===== src/rtl/i3c_pkg.sv =====
// Shared I3C definitions: CCC parser states, broadcast address and CCC code helpers.
package i3c_pkg;

    typedef enum logic [3:0] {
        CCC_IDLE,
        CCC_ADDR,
        CCC_CODE,
        CCC_DEFB,
        CCC_BC_DATA,
        CCC_DIR_SR,
        CCC_DIR_ADDR,
        CCC_DIR_DATA,
        CCC_IGNORE
    } ccc_parser_state_e;

    localparam logic [6:0] I3C_BCAST_ADDR    = 7'h7E;
    localparam logic [7:0] I3C_BCAST_RSTACT  = 8'h2A;
    localparam logic [7:0] I3C_DIRECT_RSTACT = 8'h9A;

    function automatic logic ccc_has_defining_byte(input logic [7:0] code);
        return (code == I3C_BCAST_RSTACT) || (code == I3C_DIRECT_RSTACT);
    endfunction

endpackage


===== src/rtl/ccc_frame_parser.sv =====
// CCC frame parser: bus events -> code/defining-byte/data strobes, direct addressing, done/error.
// All outputs registered, one cycle after the causing input; no backpressure, bytes accepted every cycle.
module ccc_frame_parser
    import i3c_pkg::*;
#(
    parameter int MaxDataBytes = 3
) (
    input  logic       clk_i,
    input  logic       rst_ni,
    input  logic       bus_start_i,
    input  logic       bus_stop_i,
    input  logic [7:0] bus_byte_i,
    input  logic       bus_byte_valid_i,
    input  logic       bus_parity_err_i,
    input  logic [6:0] target_addr_i,
    output logic [7:0] command_code_o,
    output logic       command_code_valid_o,
    output logic [7:0] defining_byte_o,
    output logic       defining_byte_valid_o,
    output logic [7:0] command_data_o,
    output logic       command_data_valid_o,
    output logic       ccc_addressed_o,
    output logic       ccc_rnw_o,
    output logic       ccc_done_o,
    output logic       ccc_error_o
);

    localparam int CntW = $clog2(MaxDataBytes + 1);

    ccc_parser_state_e state_q;
    logic [CntW-1:0]   data_cnt_q;
    logic              code_seen_q;

    logic byte_take;
    logic byte_err;
    logic is_data_state;
    logic is_bcast;

    // START/STOP in the same cycle drop the byte, so it is neither parsed nor checked.
    always_comb begin
        is_data_state = (state_q == CCC_BC_DATA) || (state_q == CCC_DIR_DATA);
        is_bcast      = (bus_byte_i == {I3C_BCAST_ADDR, 1'b0});
        byte_take     = bus_byte_valid_i && !bus_start_i && !bus_stop_i &&
                        (state_q != CCC_IDLE) && (state_q != CCC_IGNORE);
        byte_err      = byte_take && (bus_parity_err_i || (state_q == CCC_DIR_SR) ||
                        (is_data_state && (data_cnt_q == CntW'(MaxDataBytes))));
    end

    always_ff @(posedge clk_i) begin
        if (!rst_ni) begin
            state_q               <= CCC_IDLE;
            data_cnt_q            <= '0;
            code_seen_q           <= 1'b0;
            command_code_o        <= 8'h00;
            command_code_valid_o  <= 1'b0;
            defining_byte_o       <= 8'h00;
            defining_byte_valid_o <= 1'b0;
            command_data_o        <= 8'h00;
            command_data_valid_o  <= 1'b0;
            ccc_addressed_o       <= 1'b0;
            ccc_rnw_o             <= 1'b0;
            ccc_done_o            <= 1'b0;
            ccc_error_o           <= 1'b0;
        end else begin
            command_code_valid_o  <= 1'b0;
            defining_byte_valid_o <= 1'b0;
            command_data_valid_o  <= 1'b0;
            ccc_done_o            <= 1'b0;
            ccc_error_o           <= 1'b0;

            if (bus_stop_i) begin
                // code_seen_q is cleared on error, so an errored frame ends silently.
                state_q         <= CCC_IDLE;
                ccc_done_o      <= code_seen_q;
                code_seen_q     <= 1'b0;
                ccc_addressed_o <= 1'b0;
                ccc_rnw_o       <= 1'b0;
            end else if (bus_start_i) begin
                if (state_q != CCC_IGNORE) begin
                    ccc_addressed_o <= 1'b0;
                    ccc_rnw_o       <= 1'b0;
                end
                case (state_q)
                    CCC_IGNORE: ;
                    CCC_BC_DATA: begin
                        state_q     <= CCC_ADDR;
                        ccc_done_o  <= code_seen_q;
                        code_seen_q <= 1'b0;
                    end
                    CCC_DIR_SR, CCC_DIR_ADDR, CCC_DIR_DATA: begin
                        state_q    <= CCC_DIR_ADDR;
                        data_cnt_q <= '0;
                    end
                    default: state_q <= CCC_ADDR;
                endcase
            end else if (byte_err) begin
                state_q         <= CCC_IGNORE;
                ccc_error_o     <= 1'b1;
                code_seen_q     <= 1'b0;
                ccc_addressed_o <= 1'b0;
            end else if (byte_take) begin
                case (state_q)
                    CCC_ADDR: begin
                        state_q    <= is_bcast ? CCC_CODE : CCC_IGNORE;
                        data_cnt_q <= '0;
                    end
                    CCC_CODE: begin
                        command_code_o       <= bus_byte_i;
                        command_code_valid_o <= 1'b1;
                        code_seen_q          <= 1'b1;
                        if (ccc_has_defining_byte(bus_byte_i)) state_q <= CCC_DEFB;
                        else if (bus_byte_i[7])                state_q <= CCC_DIR_SR;
                        else                                   state_q <= CCC_BC_DATA;
                    end
                    CCC_DEFB: begin
                        defining_byte_o       <= bus_byte_i;
                        defining_byte_valid_o <= 1'b1;
                        state_q <= command_code_o[7] ? CCC_DIR_SR : CCC_BC_DATA;
                    end
                    CCC_BC_DATA: begin
                        command_data_o       <= bus_byte_i;
                        command_data_valid_o <= 1'b1;
                        data_cnt_q           <= data_cnt_q + CntW'(1);
                    end
                    CCC_DIR_ADDR: begin
                        data_cnt_q <= '0;
                        if (is_bcast) begin
                            // Broadcast address after Sr closes this CCC and chains the next one.
                            state_q         <= CCC_CODE;
                            ccc_done_o      <= code_seen_q;
                            code_seen_q     <= 1'b0;
                            ccc_addressed_o <= 1'b0;
                        end else if (bus_byte_i[7:1] == target_addr_i) begin
                            state_q         <= CCC_DIR_DATA;
                            ccc_addressed_o <= 1'b1;
                            ccc_rnw_o       <= bus_byte_i[0];
                        end else begin
                            state_q         <= CCC_DIR_DATA;
                            ccc_addressed_o <= 1'b0;
                        end
                    end
                    CCC_DIR_DATA: begin
                        data_cnt_q <= data_cnt_q + CntW'(1);
                        if (ccc_addressed_o && !ccc_rnw_o) begin
                            command_data_o       <= bus_byte_i;
                            command_data_valid_o <= 1'b1;
                        end
                    end
                    default: ;
                endcase
            end
        end
    end

endmodule

===== config.mk =====
export PLATFORM = sky130hd
export DESIGN_NAME = ccc_frame_parser
export DESIGN_NICKNAME = d
export VERILOG_FILES = /design/src/rtl/i3c_pkg.sv /design/src/rtl/ccc_frame_parser.sv
export SDC_FILE = /design/constraint.sdc
export NUM_CORES = 1
export LEC_CHECK = 0
export CAP_MARGIN = 20
export CORE_MARGIN = 4
export CORE_UTILIZATION = 48
export DETAILED_ROUTE_END_ITERATION = 12
export MAX_ROUTING_LAYER = met4
export PLACE_DENSITY = 0.79
export SYNTH_ARGS = -nofsm -noshare
export SYNTH_HDL_FRONTEND = slang
export SYNTH_SLANG_ARGS = --single-unit

===== constraint.sdc =====
create_clock -name clk_i -period 2.5 [get_ports clk_i]
set_clock_uncertainty 0.1 [all_clocks]
set_input_delay 0.25 -clock clk_i [delete_from_list [all_inputs] [get_ports clk_i]]
set_output_delay 0.25 -clock clk_i [all_outputs]
set_load 0.1 [all_outputs]

### Word-level counts from Yosys, hierarchy flattened

Index checks and enable logic that the tools add are counted.

* register bits after elaboration: 38
* input port bits: 21
* output and inout port bits: 31
* logic and storage cells: 127

* add/subtract/negate cells: 1
* equal/unequal tests: 22
* mux-type cells: 48
* bitwise operators: 5
* reduce and logical (&&, ||, !) cells: 38

Operators by type and width (number)
* two-way mux 1 bit: 31
* == test 4 x 3 -> 1 bit, second input constant: 4
* == test 8 bit, second input constant: 2
* two-way mux 4 bit: 4
* one-hot mux 4 bit (4 select lines): 1
* one-hot mux 8 bit (2 select lines): 1
* AND reduction 5 bit: 3
* AND reduction 6 bit: 2
* nonzero test 3 bit: 3
* == test 4 x 2 -> 1 bit, second input constant: 2
* == test 8 x 6 -> 1 bit, second input constant: 1
* two-way mux 2 bit: 4
* two-way mux 8 bit: 1
* != test 2 x 1 -> 1 bit, second input constant: 4
* != test 4 bit, second input constant: 2
* one-hot mux 4 bit (2 select lines): 1
* nonzero test 2 bit: 4
* nonzero test 4 bit: 2
* == test 7 bit: 1
* logical AND 1 bit: 7
* two-way mux 3 bit: 2
* != test 2 bit, second input constant: 3
* AND reduction 3 bit: 2
* nonzero test 6 bit: 1
* 13 further kinds: 26

### Depth between registers and ports, before layout

* word-level depth: 9
* gate-level depth with buffers: 8
* gate-level depth less buffers: 5

### Least setup slack after synthesis

No wires, ideal clock.

* path type: register to register
* start point: reg ccc_rnw_o
* end point: reg command_data_o[0]
* setup time: 0.128 ns
* arrival: 1.754 ns
* data required time: 2.272 ns
* slack: 0.519 ns
* stages on the path, launching flop included: 7
* buffers on the path: 1
* clock period less this slack: 1.981 ns
* cells stage by stage: dfxtp_1 > nand4b_1 > nand2_1 > nand4_1 > buf_2 > mux2i_1 > nor2_1

* cells in the longest elaborated chain, start to end: 4

Ends and longest elaborated chain
* start, declared: RTL line ccc_frame_parser.sv:23 `output logic ccc_rnw_o,`
* start signal, assigned: RTL line ccc_frame_parser.sv:136 `ccc_rnw_o <= bus_byte_i[0];`
* zero test 1 bit: RTL line ccc_frame_parser.sv:144 `if (ccc_addressed_o && !ccc_rnw_o) begin`
* logical AND 1 bit: RTL line ccc_frame_parser.sv:144
* != test 2 x 1 -> 1 bit (no source line)
* AND reduction 6 bit (no source line)
* end signal, assigned: RTL line ccc_frame_parser.sv:121 `command_data_o <= bus_byte_i;`
* end signal, assigned: RTL line ccc_frame_parser.sv:145 `command_data_o <= bus_byte_i;`
* end, declared: RTL line ccc_frame_parser.sv:20 `output logic [7:0] command_data_o,`

No other way between the ends.
A chain may end at the register's enable or synchronous reset.

### Final worst setup path

* start point: reg state_q[1]
* end point: reg ccc_rnw_o

* cells in the longest elaborated chain, start to end: 7
* elaborated cells on any way between the ends: 18
* those cells by class: eq/ne: 7; reduce/logical: 11

Ends and longest elaborated chain
* start, declared: RTL line ccc_frame_parser.sv:30 `ccc_parser_state_e state_q;`
* start signal, assigned: RTL line ccc_frame_parser.sv:104 `state_q <= is_bcast ? CCC_CODE : CCC_IGNORE;`
* start signal, assigned: RTL line ccc_frame_parser.sv:118 `state_q <= command_code_o[7] ? CCC_DIR_SR : CCC_BC_DATA;`
* == test 4 x 3 -> 1 bit: RTL line ccc_frame_parser.sv:41 `is_data_state = (state_q == CCC_BC_DATA) || (state_q == CCC_DIR_DATA);`
* logical OR 1 bit: RTL line ccc_frame_parser.sv:41
* logical AND 1 bit: RTL line ccc_frame_parser.sv:46 `(is_data_state && (data_cnt_q == CntW'(MaxDataBytes))));`
* logical OR 1 bit: RTL line ccc_frame_parser.sv:45 `byte_err = byte_take && (bus_parity_err_i || (state_q == CCC_DIR_SR) ||`
* logical AND 1 bit: RTL line ccc_frame_parser.sv:45
* != test 2 bit (no source line)
* AND reduction 6 bit (no source line) *

Mark *: on every way between the ends. The rest lies on a longest branch, timed or not.

==> results.md <==
- Post-CTS Resized: 0
- Endpoints failing hold: 0
- Global route overflow: 0
- RR Startpoint: state_q[1]
- Max Cap Violations: 0
- Status: finished clean
- Clock Tree Root: clkbuf_8
- WHS Endpoint: ccc_done_o
- Reg2Reg Depth: 5
- Dpl hpwl: 3.96 mm
- Synth Register Bits: 38
- Sink Count: 38
- Multi-input gate area: 1120 sq um
- Register area share after synthesis: 38.2%
- Worst EP required: 2.63 ns
- Largest net degree at the start of global routing: 27
- Initial Util: 49.8%
- Critical path's top delay family: simple AND/OR/NAND/NOR gates
- Crit start category: register
- Die Area: 5240 sq um
- Fillcell total: 333
- Placed Instances: 326
- DRT Wirelength: 5.31 mm
- Average routed wire per standard cell: 15.9 um
- Reg2reg end: ccc_rnw_o
- Slew headroom: 61.5%
- Via count: 1837
- Post-place setup slack: 0.213 ns
- Fmax: 0.440 GHz
- EDFF count, synth: 0
- Vias in the first global route: 1831
- HP Class: reg -> reg
- Setup crit end kind: register
- Synth Instances: 223
- Share of the synthesized area in the top cell type: 38.2%
- Layout cell share with drive strength beyond 1: 23.9%
- Slew Limit Fails: 0
- Worst skew pair latency: 0.29 ns
- Row count: 23
- Core footprint: 4000 sq um
- Hold path cells: 1
- Most frequent cells in the layout: 49 x buf_4, 38 x dfxtp_1, 36 x nor2_1, 26 x mux2i_1, 20 x clkdlybuf4s50_1
- Tcrit/Tclk final: 90.8%
- CTS tree: built
- ANT cells: 0
- Critical-path cell list: nor4bb_1, a311oi_4, nor2b_2, or4_1, o21ai_1
- Clock-pin slew of the registers on the worst-case setup and hold paths: 0.08 ns
- CP Class: reg -> reg
- Global-route wire length before repair: 8.55 mm
- CP max-delay cell: dfxtp_1
- Final min period: 2.27 ns
- Main flop type after synthesis: dfxtp_1
- First-pass DRT Iterations: 4
- Asr flop ratio synth: 0%
- Port Buffers: 51
- H-tree levels: 2
- Vias/cell: 5.50
- Die Y: 72.4 um
- Clock Path Buffers: 2
- CTS Hold Buffers Added: 0
- Crit path buf inv count: 0
- Library cells used by synthesis: 50
- CP arrival: 2.40 ns
- Avg Synthesized Cell Area: 8.93 sq um
- I/O pin count: 52
- Mapped Nets: 245
- Pwr/cell area: 521 nW/um^2
- R2R Setup Slk: 0.23 ns
- Worst slew pin tran: 0.577 ns
- Leak: 0.00124 uW
- Final cell count without fillers: 334
- Post-DRT Antenna Nets: 0
- Peak supply drop: 0.374 mV
- Warnings, synthesis: 0
- DR iter-0 viols: 141
- Post-route DRC: 0
- Chip Width: 72.4 um
- GP Congestion: 0.923
- Cell Area, Synth: 1990 sq um
- Area contributors post-synth: dfxtp_1 38%, mux2i_1 13%, nor2_1 6.8%
- GRT Overall Usage: 21.7%
- Leading area contributor after synthesis: dfxtp_1
- Setup Viol. Count Final: 0
- Setup bufs post-CTS: 0
- Initial antenna violation count: 0
- Synth-to-layout area growth: 33.9%
- Commonest non-fill, non-tap cell in the layout: buf_4
- Crit-path max FO: 15
- CTS Buf Count: 5
- RSZ-0062 raised after global routing: false
- Worst path max stage delay: 0.69 ns
- Post-route worst setup slack: 0.229 ns
- Hold Startpoint: code_seen_q
- Setup TNS: 0 ns
- Final net count: 305
- Reg area: 761 sq um
worst max path at each step:
stage                        from                 to  slack [ns]  cells after the start
detailed placement  bus_byte_i[4]          ccc_rnw_o        0.21                      7
global placement    bus_byte_i[4]          ccc_rnw_o        0.23                      7
CTS                    state_q[1]          ccc_rnw_o        0.27                      5
global route           state_q[1]          ccc_rnw_o        0.18                      5
floorplan               ccc_rnw_o  command_data_o[0]        0.52                      6
finish                 state_q[1]          ccc_rnw_o        0.23                      5
worst register-to-register path, stage by stage, from the launching register on:
cell and delay [ns]:
dfxtp_1 0.69, nor4bb_1 0.18, a311oi_4 0.49, nor2b_2 0.15
or4_1 0.53, o21ai_1 0.08
Yosys cell counts, types with 2 or more instances:
cell type / count
dfxtp_1: 38
nor2_1: 36
mux2i_1: 26
nand2_1: 17
clkbuf_1: 8
nand2b_1: 8
a21oi_1: 7
nand3_1: 7
xor2_1: 7
a31oi_1: 5
nor4_1: 5
nor3_1: 4
buf_4: 3
inv_1: 3
nor2b_1: 3
o21ai_0: 3
buf_2: 2
buf_6: 2
nand4_1: 2
nand4b_1: 2
o2111ai_1: 2
o211ai_1: 2
or2_2: 2
or3_1: 2
or3b_2: 2
cell families (layout without fill, tap and decap cells):
logic type | Yosys count | after routing | share of synthesized area, %
compound gates | 32 | 32 | 13.3
xor+xnor | 7 | 7 | 3.08
fa+ha+maj | 1 | 1 | 0.628
buf+inv | 20 | 81 | 5.40
flops | 38 | 38 | 38.2
mux | 26 | 26 | 13.1
simple gates | 99 | 99 | 26.3
report_power, final:
part | total (uW) | switching [uW] | internal (uW) | leakage, uW
clock | 622 | 222 | 400 | 0.0000683
sequential | 615 | 6.80 | 608 | 0.000306
combinational | 154 | 81.8 | 72.4 | 0.000867
sequential cells by signal, summed over array words and instances (netlist names):
register,count
code_seen_q,1
defining_byte_valid_o,1
ccc_error_o,1
defining_byte_o,8
command_data_valid_o,1
command_code_valid_o,1
command_data_o,8
command_code_o,8
ccc_addressed_o,1
state_q,4
data_cnt_q,2
ccc_done_o,1
ccc_rnw_o,1
metal layers:
metal,part of all wire (%),vias to the layer above,GRT usage (%)
li1,-,905,-
met1,46,871,28.3
met2,47,49,32.5
met3,5.0,12,4.57
met4,1.7,0,9.22
met5,0,-,-
layout make-up:
type | instances | area share, %
timing repair buffer | 69 | 21.3
inverter | 4 | 0.563
sequential | 38 | 28.5
multi-input combinational | 165 | 42.1
clock inverter | 3 | 2.58
tap | 50 | 2.35
clock buffer | 5 | 2.58
through the flow:
stage	area [sq um]	total power [uW]	utilization, %	hold WS (ns)
floorplan	1990	709	-	0.294
global placement	2530	780	63.2	0.352
global route	2670	1440	66.7	0.378
finish	2670	1390	66.7	0.370
detailed placement	2530	780	63.2	0.351
CTS	2670	1410	66.7	0.370
No activity file was read; power rests on OpenSTA's default activity.
